`config.mk`:
```
export PLATFORM = sky130hd
export DESIGN_NAME = up_counter_sync
export DESIGN_NICKNAME = d
export VERILOG_FILES = /design/src/rtl/up_counter_sync.sv
export SDC_FILE = /design/constraint.sdc
export NUM_CORES = 1
export LEC_CHECK = 0
export ABC_AREA = 1
export BUFFER_PORTS_ARGS = -buffer_cell sky130_fd_sc_hd__buf_2
export CELL_PAD_IN_SITES_DETAIL_PLACEMENT = 0
export CELL_PAD_IN_SITES_GLOBAL_PLACEMENT = 1
export CORE_AREA = 3 3 40 42
export DETAILED_ROUTE_END_ITERATION = 10
export DIE_AREA = 0 0 43 45
export PLACE_DENSITY = 0.45
export SETUP_SLACK_MARGIN = 0.1
export SYNTH_ARGS = -nofsm -noshare
export SYNTH_HDL_FRONTEND = slang
export SYNTH_SLANG_ARGS = --single-unit
```
`constraint.sdc`:
```
create_clock -name clk -period 1.15 [get_ports clk]
set_clock_uncertainty 0.1 [all_clocks]
set_input_delay 0 -clock clk [delete_from_list [all_inputs] [get_ports clk]]
set_output_delay 0 -clock clk [all_outputs]
set_load 0.02 [all_outputs]
```
`src/rtl/up_counter_sync.sv`:
```
// Free-running WIDTH-bit binary up-counter with synchronous active-high reset.
// Also provides a terminal-count decode (tc) and a registered roll-over pulse (wrap).
module up_counter_sync #(
    parameter int unsigned WIDTH = 4,
    parameter logic [31:0] INIT  = 32'd0
) (
    input  logic             clk,
    input  logic             reset,
    output logic [WIDTH-1:0] count,
    output logic             tc,
    output logic             wrap
);

    localparam logic [WIDTH-1:0] MAX_C  = {WIDTH{1'b1}};
    localparam logic [WIDTH-1:0] INIT_C = INIT[WIDTH-1:0];

    logic [WIDTH-1:0] count_r;
    logic             wrap_r;
    logic [WIDTH-1:0] count_next_s;
    logic             carry_s;
    logic             tc_s;

    // Next-count adder; the carry out of the MSB is exactly the roll-over event.
    always_comb begin
        count_next_s = '0;
        carry_s      = 1'b0;
        {carry_s, count_next_s} = {1'b0, count_r} + {{WIDTH{1'b0}}, 1'b1};
    end

    // Terminal-count decode of the current registered value.
    always_comb begin
        tc_s = 1'b0;
        if (count_r == MAX_C) begin
            tc_s = 1'b1;
        end else begin
            tc_s = 1'b0;
        end
    end

    // Count and roll-over pulse registers; reset wins over counting.
    always_ff @(posedge clk) begin
        if (reset) begin
            count_r <= INIT_C;
            wrap_r  <= 1'b0;
        end else begin
            count_r <= count_next_s;
            wrap_r  <= carry_s;
        end
    end

    assign count = count_r;
    assign tc    = tc_s;
    assign wrap  = wrap_r;

endmodule

```
==> flow_summary.rst, run 1 <==
.. list-table::
   :header-rows: 1

   * - Metric
     - Value
   * - Status
     - complete, no violations
   * - WHS
     - 0.421 ns
   * - Post-layout minimum cycle time
     - 1.08 ns
   * - Met2 track demand over resource in global routing
     - slightly above 8%
   * - Mean instance size in the synthesized netlist
     - 8.82 µm²
   * - Total negative slack for setup checks
     - 0 ns
   * - Floorplan die height
     - around 45 µm
   * - Path type of the worst min-delay path
     - input pin to register
   * - Vias after detailed routing
     - 184
   * - Via count of the first global-routing pass
     - 184
   * - Register clock-pin slew on the reported worst setup and hold paths
     - around 0.04 ns
   * - Max Transition Viols Final
     - 0
   * - Final Wtd Congestion
     - around 0.6
   * - Number of antenna violations at the first check in global routing
     - 0
   * - Power density over the cells
     - 1360 mW/mm²
   * - GRT Resource Usage Total
     - 5.93%
   * - Final non-filler cell total
     - 50
   * - Combined buffer and inverter count along the critical path
     - 1
   * - Count of cell types in the netlist
     - 10
   * - Type of the setup path with the least slack
     - register to output pin
   * - Detailed placer's ending HPWL
     - 286 µm
   * - Warnings from Yosys
     - 0
   * - Global-route met1 utilization
     - slightly below 7%
   * - Slowest stage cell, crit path
     - dfxtp_4
   * - Top library cells by usage in the layout, fill and taps aside
     - buf_2, nor2_1, clkbuf_4, dfxtp_1, buf_4
   * - Die Area
     - between 0.0015 and 0.002 mm²
   * - Number of hold-slack violations in the final timing report
     - 0
   * - First drt pass iteration count
     - 2
   * - Post-DR vias/cell
     - 3.68
   * - Worst Setup End Kind
     - output pin
   * - Crit start category
     - register
   * - Max-slew headroom
     - 86.0%
   * - Number of levels the H-tree was split into
     - 1
   * - Max Fanout on Critical Path
     - 2
   * - Fraction of layout cells with a size suffix above 1
     - 54.3%
   * - Fill cell instance count of the final layout
     - 141
   * - Antenna diode count
     - 0
   * - Clock tree from TritonCTS
     - built
   * - Layout Nets
     - 39
   * - Sequential-to-total area share from yosys stat
     - 56.7%
   * - CTS sink cnt
     - 5
   * - Dominant delay contributor by cell family on the critical path
     - flip-flops
   * - Maximum number of pins on one net before global-route repair
     - 6
   * - Routed len/inst
     - approximately 8.5 µm
   * - Data arrival time of the worst path
     - between 0.9 and 1 ns
   * - Post-Place Cell Area
     - 235 µm²
   * - Global route total overflow
     - 0
   * - Count of placed standard cells including taps
     - 42
   * - Leak
     - 0.156 nW
   * - Post-synthesis instance area
     - between 150 and 200 µm²
   * - Unrepaired setup endpoints after global routing
     - yes
   * - Remaining antenna violation count after routing
     - 0
   * - Clk Latency, worst-skew pair
     - 0.24 ns
   * - TritonCTS Buffers
     - 3
   * - Area growth from synthesis to final layout
     - 87.2%
   * - Reported max-cap violation count
     - 0
   * - Required time reported for the critical path endpoint
     - 1.05 ns
   * - Die extent in x
     - 43 µm
   * - Number of setup violations in the final report
     - 0
   * - Slew at the pin closest to its max-slew limit
     - 0.210 ns
   * - I/O pin total
     - 8
   * - Leading cell type in the layout, fill and taps excluded
     - buf_2
   * - Core box area
     - 0.00128 mm²
   * - Starting Density
     - a little over an eighth
   * - CTS Buffer Depth
     - 2
   * - Routed WL
     - between 400 and 500 µm
   * - Slowest stage delay, CP
     - 0.35 ns
   * - Root Buffer
     - clkbuf_4
   * - CP cell instances
     - ha_4, nand2_4, nor2_4, buf_6
   * - Register-to-register path setup slack
     - 0.13 ns
   * - Number of placement rows
     - 13
   * - Number of register bits inferred by synthesis
     - 5
   * - GR Util met3
     - approximately 6.4%
   * - Most Used Layer, Global Route
     - met2
   * - Number of remaining DRC errors
     - 0
   * - Count of buffers from port buffering
     - 7
   * - Max Clock Freq
     - ~920 MHz
   * - Final design instance area without fill
     - 330 µm²
   * - Syn nets
     - 23
   * - Fraction of the cycle the final worst path needs
     - 94.2%
   * - DR iter-0 viols
     - 3
   * - Global-route wire length before repair
     - between 700 and 800 µm
   * - Peak VDD IR
     - around 0.47 mV
   * - Synthesized netlist cell count
     - 20
   * - Total power draw
     - 0.449 mW
==> per-stage QoR <==
| stage | setup slack [ns] | utilization (%) |
|---|---|---|
| after floorplan | 0.132 | - |
| after CTS | 0.0320 | 25.7 |
| after detailed placement | 0.148 | 18.3 |
| final | 0.0671 | 25.7 |
| after global routing | 0.0181 | 25.7 |
| after global placement | 0.161 | 18.3 |
==> cells in the mapped netlist <==
cell,n,area [µm²]
nand4_1,1,6.26
nor2_2,1,6.26
nand3_1,1,5.00
nor3_1,1,5.00
nor2_1,4,15.0
nand2_1,3,11.3
dfxtp_1,5,100
inv_1,2,7.51
nor3b_1,1,7.51
ha_1,1,12.5
==> per-layer routing <==
metal / part of all wire [%] / vias to the layer above / routed length, µm
met5: 0 / - / 0
met3: 14 / 0 / 58
met4: 0 / 0 / 0
met2: 45 / 9 / 190
met1: 42 / 81 / 178
li1: - / 94 / -
==> state kept, by name, indices dropped and copies added (netlist names) <==
register / cells
count: 4
wrap: 1
==> worst paths after layout <==
kind	startpoint	end	cells past startpoint
setup / recovery	count[1]	tc	4
hold / removal	reset	count[0]	3
setup reg to reg	count[1]	count[2]	4
hold reg to reg	count[3]	count[3]	3
==> timing repair <==
| action | in CTS | in global routing |
|---|---|---|
| pin swaps | 2 | 1 |
| endpoints found under the hold margin | 5 | 0 |
| endpoints found under the setup margin | 1 | 3 |
| hold buffers | 1 | 0 |
| setup buffers | 3 | 0 |
| gates resized for setup | 9 | 0 |
==> report_power, final <==
part | leakage [nW] | switching, mW | internal (mW) | total (mW)
clock network | 0.0150 | 0.0682 | 0.131 | 0.199
registers | 0.0421 | 0.0100 | 0.183 | 0.193
logic | 0.0994 | 0.0305 | 0.0264 | 0.0569
total | 0.156 | 0.109 | 0.340 | 0.449
==> final cells by class <==
cell class                 instances  area, µm²  area share (%)
tap                               15       18.8            5.68
inverter                           2       7.51            2.27
multi-input combinational         13       96.3            29.2
clock buffer                       4       26.3            7.95
timing repair buffer              11       73.8            22.3
sequential                         5        108            32.6
==> kinds of logic after synthesis <==
logic type / Yosys count / share of synthesized area [%]
AND/OR/NAND/NOR: 12 / 31.9
flip-flops: 5 / 56.7
buffers and inverters: 2 / 4.26
adder cells (fa/ha/maj): 1 / 7.09
==> worst reg2reg max path, cell delays in order, from the launching register on <==
cell     delay [ns]
dfxtp_4        0.35
ha_4           0.14
nand2_4        0.06
buf_4          0.14
nor3b_1        0.12
(Power assumes the default switching activity.)
==> inputs of run 2 (changes only) <==
--- a/config.mk
+++ b/config.mk
@@ -5,7 +5,7 @@
 export SDC_FILE = /design/constraint.sdc
 export NUM_CORES = 1
 export LEC_CHECK = 0
-export ABC_AREA = 1
+export ABC_AREA = 0
 export BUFFER_PORTS_ARGS = -buffer_cell sky130_fd_sc_hd__buf_2
 export CELL_PAD_IN_SITES_DETAIL_PLACEMENT = 0
 export CELL_PAD_IN_SITES_GLOBAL_PLACEMENT = 1
==> flow_summary.rst, run 2 <==
.. list-table::
   :header-rows: 1

   * - Metric
     - Value
   * - TritonCTS Buffers
     - 3 (unchanged)
   * - Fraction of the core area covered by cells at the end of the flow
     - 24.9% (was 25.7%)
   * - Root Buffer
     - clkbuf_4 (unchanged)
   * - Starting Density
     - 14.3% (was 13.7%)
   * - Largest cells by area after synthesis
     - dfxtp_1, nor2b_1, mux2_4 (was dfxtp_1, nor2_1, ha_1)
   * - Floorplan die height
     - 45 µm (unchanged)
   * - CP cell instances
     - ha_4, and3_4, buf_6 (was ha_4, nand2_4, nor2_4, buf_6)
   * - Vias after detailed routing
     - 166 (was 184)
   * - End point of the worst hold path
     - count[0] (unchanged)
   * - Slew at the pin closest to its max-slew limit
     - 0.113 ns (was 0.210 ns)
   * - Max Clock Freq
     - 877 MHz (was 923 MHz)
   * - Worst Setup End Kind
     - output pin (unchanged)
   * - Sequential fraction of design power
     - 42.6% (was 43.0%)
   * - Mean instance size in the synthesized netlist
     - 11.5 µm² (was 8.82 µm²)
   * - Area growth from synthesis to final layout
     - 74.1% (was 87.2%)
   * - Top library cells by usage in the layout, fill and taps aside
     - buf_2, nor2_1, nor2b_1, clkbuf_4 (was buf_2, nor2_1, clkbuf_4, dfxtp_1, buf_4)
   * - Total negative slack for setup checks
     - 0 ns (unchanged)
   * - Number of remaining DRC errors
     - 0 (unchanged)
   * - Number of placement rows
     - 13 (unchanged)
   * - Fraction of the cycle the final worst path needs
     - 99.1% (was 94.2%)
   * - Post-DR vias/cell
     - 3.69 (was 3.68)
   * - Core box area
     - 0.00128 mm² (unchanged)
   * - Share of power burned in combinational logic
     - 12.0% (was 12.7%)
   * - CTS sink cnt
     - 5 (unchanged)
   * - Number of setup violations in the final report
     - 0 (unchanged)
   * - Number of levels the H-tree was split into
     - 1 (unchanged)
   * - Crit start category
     - register (unchanged)
   * - Peak VDD IR
     - 0.532 mV (was 0.471 mV)
   * - Post-synth top flop
     - dfxtp_1 (unchanged)
   * - Dominant cell type by area after synthesis
     - dfxtp_1 (unchanged)
   * - Max-slew headroom
     - 92.4% (was 86.0%)
   * - Count of placed standard cells including taps
     - 38 (was 42)
   * - Sequential-to-total area share from yosys stat
     - 54.4% (was 56.7%)
   * - Status
     - complete, no violations (unchanged)
   * - Post-Place Cell Area
     - 250 µm² (was 235 µm²)
   * - Combined buffer and inverter count along the critical path
     - 1 (unchanged)
   * - Synth async-reset ratio
     - 0% (unchanged)
   * - Warnings from Yosys
     - 0 (unchanged)
   * - Max Fanout on Critical Path
     - 2 (unchanged)
   * - Count of buffers from port buffering
     - 7 (unchanged)
   * - Register-to-register path setup slack
     - 0.11 ns (was 0.13 ns)
   * - Syn nets
     - 19 (was 23)
   * - Post-synthesis instance area
     - 184 µm² (was 176 µm²)
   * - Top post-synthesis cells by count
     - dfxtp_1, nor2_1, nor2b_1 (was dfxtp_1, nor2_1, nand2_1)
   * - Fill cell instance count of the final layout
     - 144 (was 141)
   * - Maximum number of pins on one net before global-route repair
     - 7 (was 6)
   * - Final non-filler cell total
     - 45 (was 50)
   * - Share of Yosys cell area claimed by the top area cell type
     - 54.4% (was 56.7%)
   * - Routed WL
     - 372 µm (was 426 µm)
   * - Leak
     - 0.144 nW (was 0.156 nW)
   * - Most frequent cell after synthesis
     - dfxtp_1 (unchanged)
   * - Number of flops mapped to enable cells by yosys
     - 0 (unchanged)
   * - Clk Latency, worst-skew pair
     - 0.24 ns (about the same)
   * - Number of antenna violations at the first check in global routing
     - 0 (unchanged)
   * - Number of hold-slack violations in the final timing report
     - 0 (unchanged)
   * - Hold path depth
     - 3 (unchanged)
   * - Switching power
     - 0.111 mW (was 0.109 mW)
   * - Die extent in x
     - 43 µm (unchanged)
   * - DR iter-0 viols
     - 0 (was 3)
   * - Path type of the worst min-delay path
     - input pin to register (unchanged)
   * - Remaining antenna violation count after routing
     - 0 (unchanged)
   * - Max Transition Viols Final
     - 0 (unchanged)
   * - Global-route wire length before repair
     - 676 µm (was 786 µm)
   * - Capture instance of the worst register-to-register path
     - count[3] (was count[2])
   * - I/O pin total
     - 8 (unchanged)
   * - Reg2reg path depth
     - 3 (was 4)
   * - Fraction of layout cells with a size suffix above 1
     - 63.3% (was 54.3%)
   * - Clock power frac
     - 45.4% (was 44.3%)
   * - Routed len/inst
     - 8.27 µm (was 8.52 µm)
   * - Required time reported for the critical path endpoint
     - 1.05 ns (about the same)
   * - Layout Nets
     - 34 (was 39)
   * - Type of the setup path with the least slack
     - register to output pin (unchanged)
   * - Count of cell types in the netlist
     - 8 (was 10)
   * - Hold Crit Start
     - reset (unchanged)
   * - Slowest stage cell, crit path
     - dfxtp_4 (unchanged)
   * - Antenna diode count
     - 0 (unchanged)
   * - Register clock-pin slew on the reported worst setup and hold paths
     - 0.04 ns (about the same)
   * - Final design instance area without fill
     - 320 µm² (was 330 µm²)
   * - Number of register bits inferred by synthesis
     - 5 (unchanged)
   * - Data arrival time of the worst path
     - 1.04 ns (was 0.98 ns)
   * - Critical register-to-register path startpoint
     - count[1] (unchanged)
   * - Clock tree from TritonCTS
     - built (unchanged)
   * - First drt pass iteration count
     - 1 (was 2)
   * - Slowest stage delay, CP
     - 0.34 ns (was 0.35 ns)
   * - Power density over the cells
     - 1420 mW/mm² (was 1360 mW/mm²)
   * - Max reg flops
     - 4 (unchanged)
   * - Unrepaired setup endpoints after global routing
     - yes (unchanged)
   * - Leading cell type in the layout, fill and taps excluded
     - buf_2 (unchanged)
   * - Reported max-cap violation count
     - 0 (unchanged)
   * - Via count of the first global-routing pass
     - 149 (was 184)
   * - Sw frac
     - 24.5% (was 24.2%)
   * - Die Area
     - 0.00194 mm² (unchanged)
   * - GRT Resource Usage Total
     - 6.01% (was 5.93%)
   * - Final Wtd Congestion
     - 0.662 (was 0.601)
   * - Dominant delay contributor by cell family on the critical path
     - flip-flops (unchanged)
   * - Post-layout minimum cycle time
     - 1.14 ns (was 1.08 ns)
   * - Internal Pwr Total
     - 0.342 mW (was 0.340 mW)
   * - Synthesized netlist cell count
     - 16 (was 20)
   * - CTS Buffer Depth
     - 2 (unchanged)
   * - Global route total overflow
     - 0 (unchanged)
-- run 2: through the flow --
| stage | setup slack (ns) | total power, mW | hold slack (ns) |
|---|---|---|---|
| floorplan | 0.0605 | 0.220 | -0.0429 |
| global placement | 0.127 | 0.235 | 0.131 |
| detailed placement | 0.112 | 0.236 | 0.131 |
| CTS | 0.00304 | 0.461 | 0.405 |
| global route | -0.0332 | 0.491 | 0.431 |
| finish | 0.00989 | 0.453 | 0.407 |
-- run 2: what timing repair did --
item | in CTS | in global routing
pin swaps | 1 | 0
setup endpoints to repair | 1 | 2
hold buffers | 1 | 0
buffers inserted | 2 | 0
hold endpoints to repair | 4 | 0
gates resized for setup | 4 | 0
-- run 2: cell type report --
type,instances,area (µm²),share of cell area [%]
sequential,5,109,34.0
timing repair buffer,10,66.3,20.7
clock buffer,4,26.3,8.20
tap,15,18.8,5.86
multi-input combinational,11,100,31.3
-- run 2: worst max path at each step --
stage / from / to / slack (ns) / cells past startpoint
final: count[1] / tc / 0.01 / 3
after detailed placement: count[0] / wrap / 0.11 / 3
after global routing: count[0] / tc / -0.03 / 3
after CTS: count[1] / tc / 0.003 / 3
after global placement: count[0] / wrap / 0.13 / 3
after floorplan: count[1] / wrap / 0.06 / 3
-- run 2: logic make-up (layout without fill, tap and decap cells) --
logic type,Yosys count,after routing,share of synthesized area (%)
and+or+nand+nor,8,8,25.9
buffers and inverters,0,14,0
DFF,5,5,54.4
muxes,1,1,8.16
xor gates and xnor gates,1,1,4.76
adders and majority gates,1,1,6.80
-- run 2: worst min-delay path: cells and delay by family --
| family | cells | cell delay, ns |
|---|---|---|
| buffers and inverters | 2 | 0.66 |
| AND/OR/NAND/NOR | 1 | 0.04 |
-- run 2: routing by layer --
metal	vias up	share of wire (%)	track usage, %
met5	-	0	0
met4	0	5.1	7.23
met3	5	20	7.97
met2	11	35	6.29
met1	70	40	4.60
li1	80	-	-
-- run 2: power by group through the flow --
| stage | clock [mW] | combinational [mW] | sequential [mW] |
|---|---|---|---|
| 2_1_floorplan | 0 | 0.0132 | 0.207 |
| 4_1_cts | 0.213 | 0.0556 | 0.193 |
| 5_1_grt | 0.237 | 0.0605 | 0.194 |
| 3_3_place_gp | 0 | 0.0389 | 0.196 |
| 6_report | 0.206 | 0.0544 | 0.193 |
| 3_5_place_dp | 0 | 0.0388 | 0.197 |
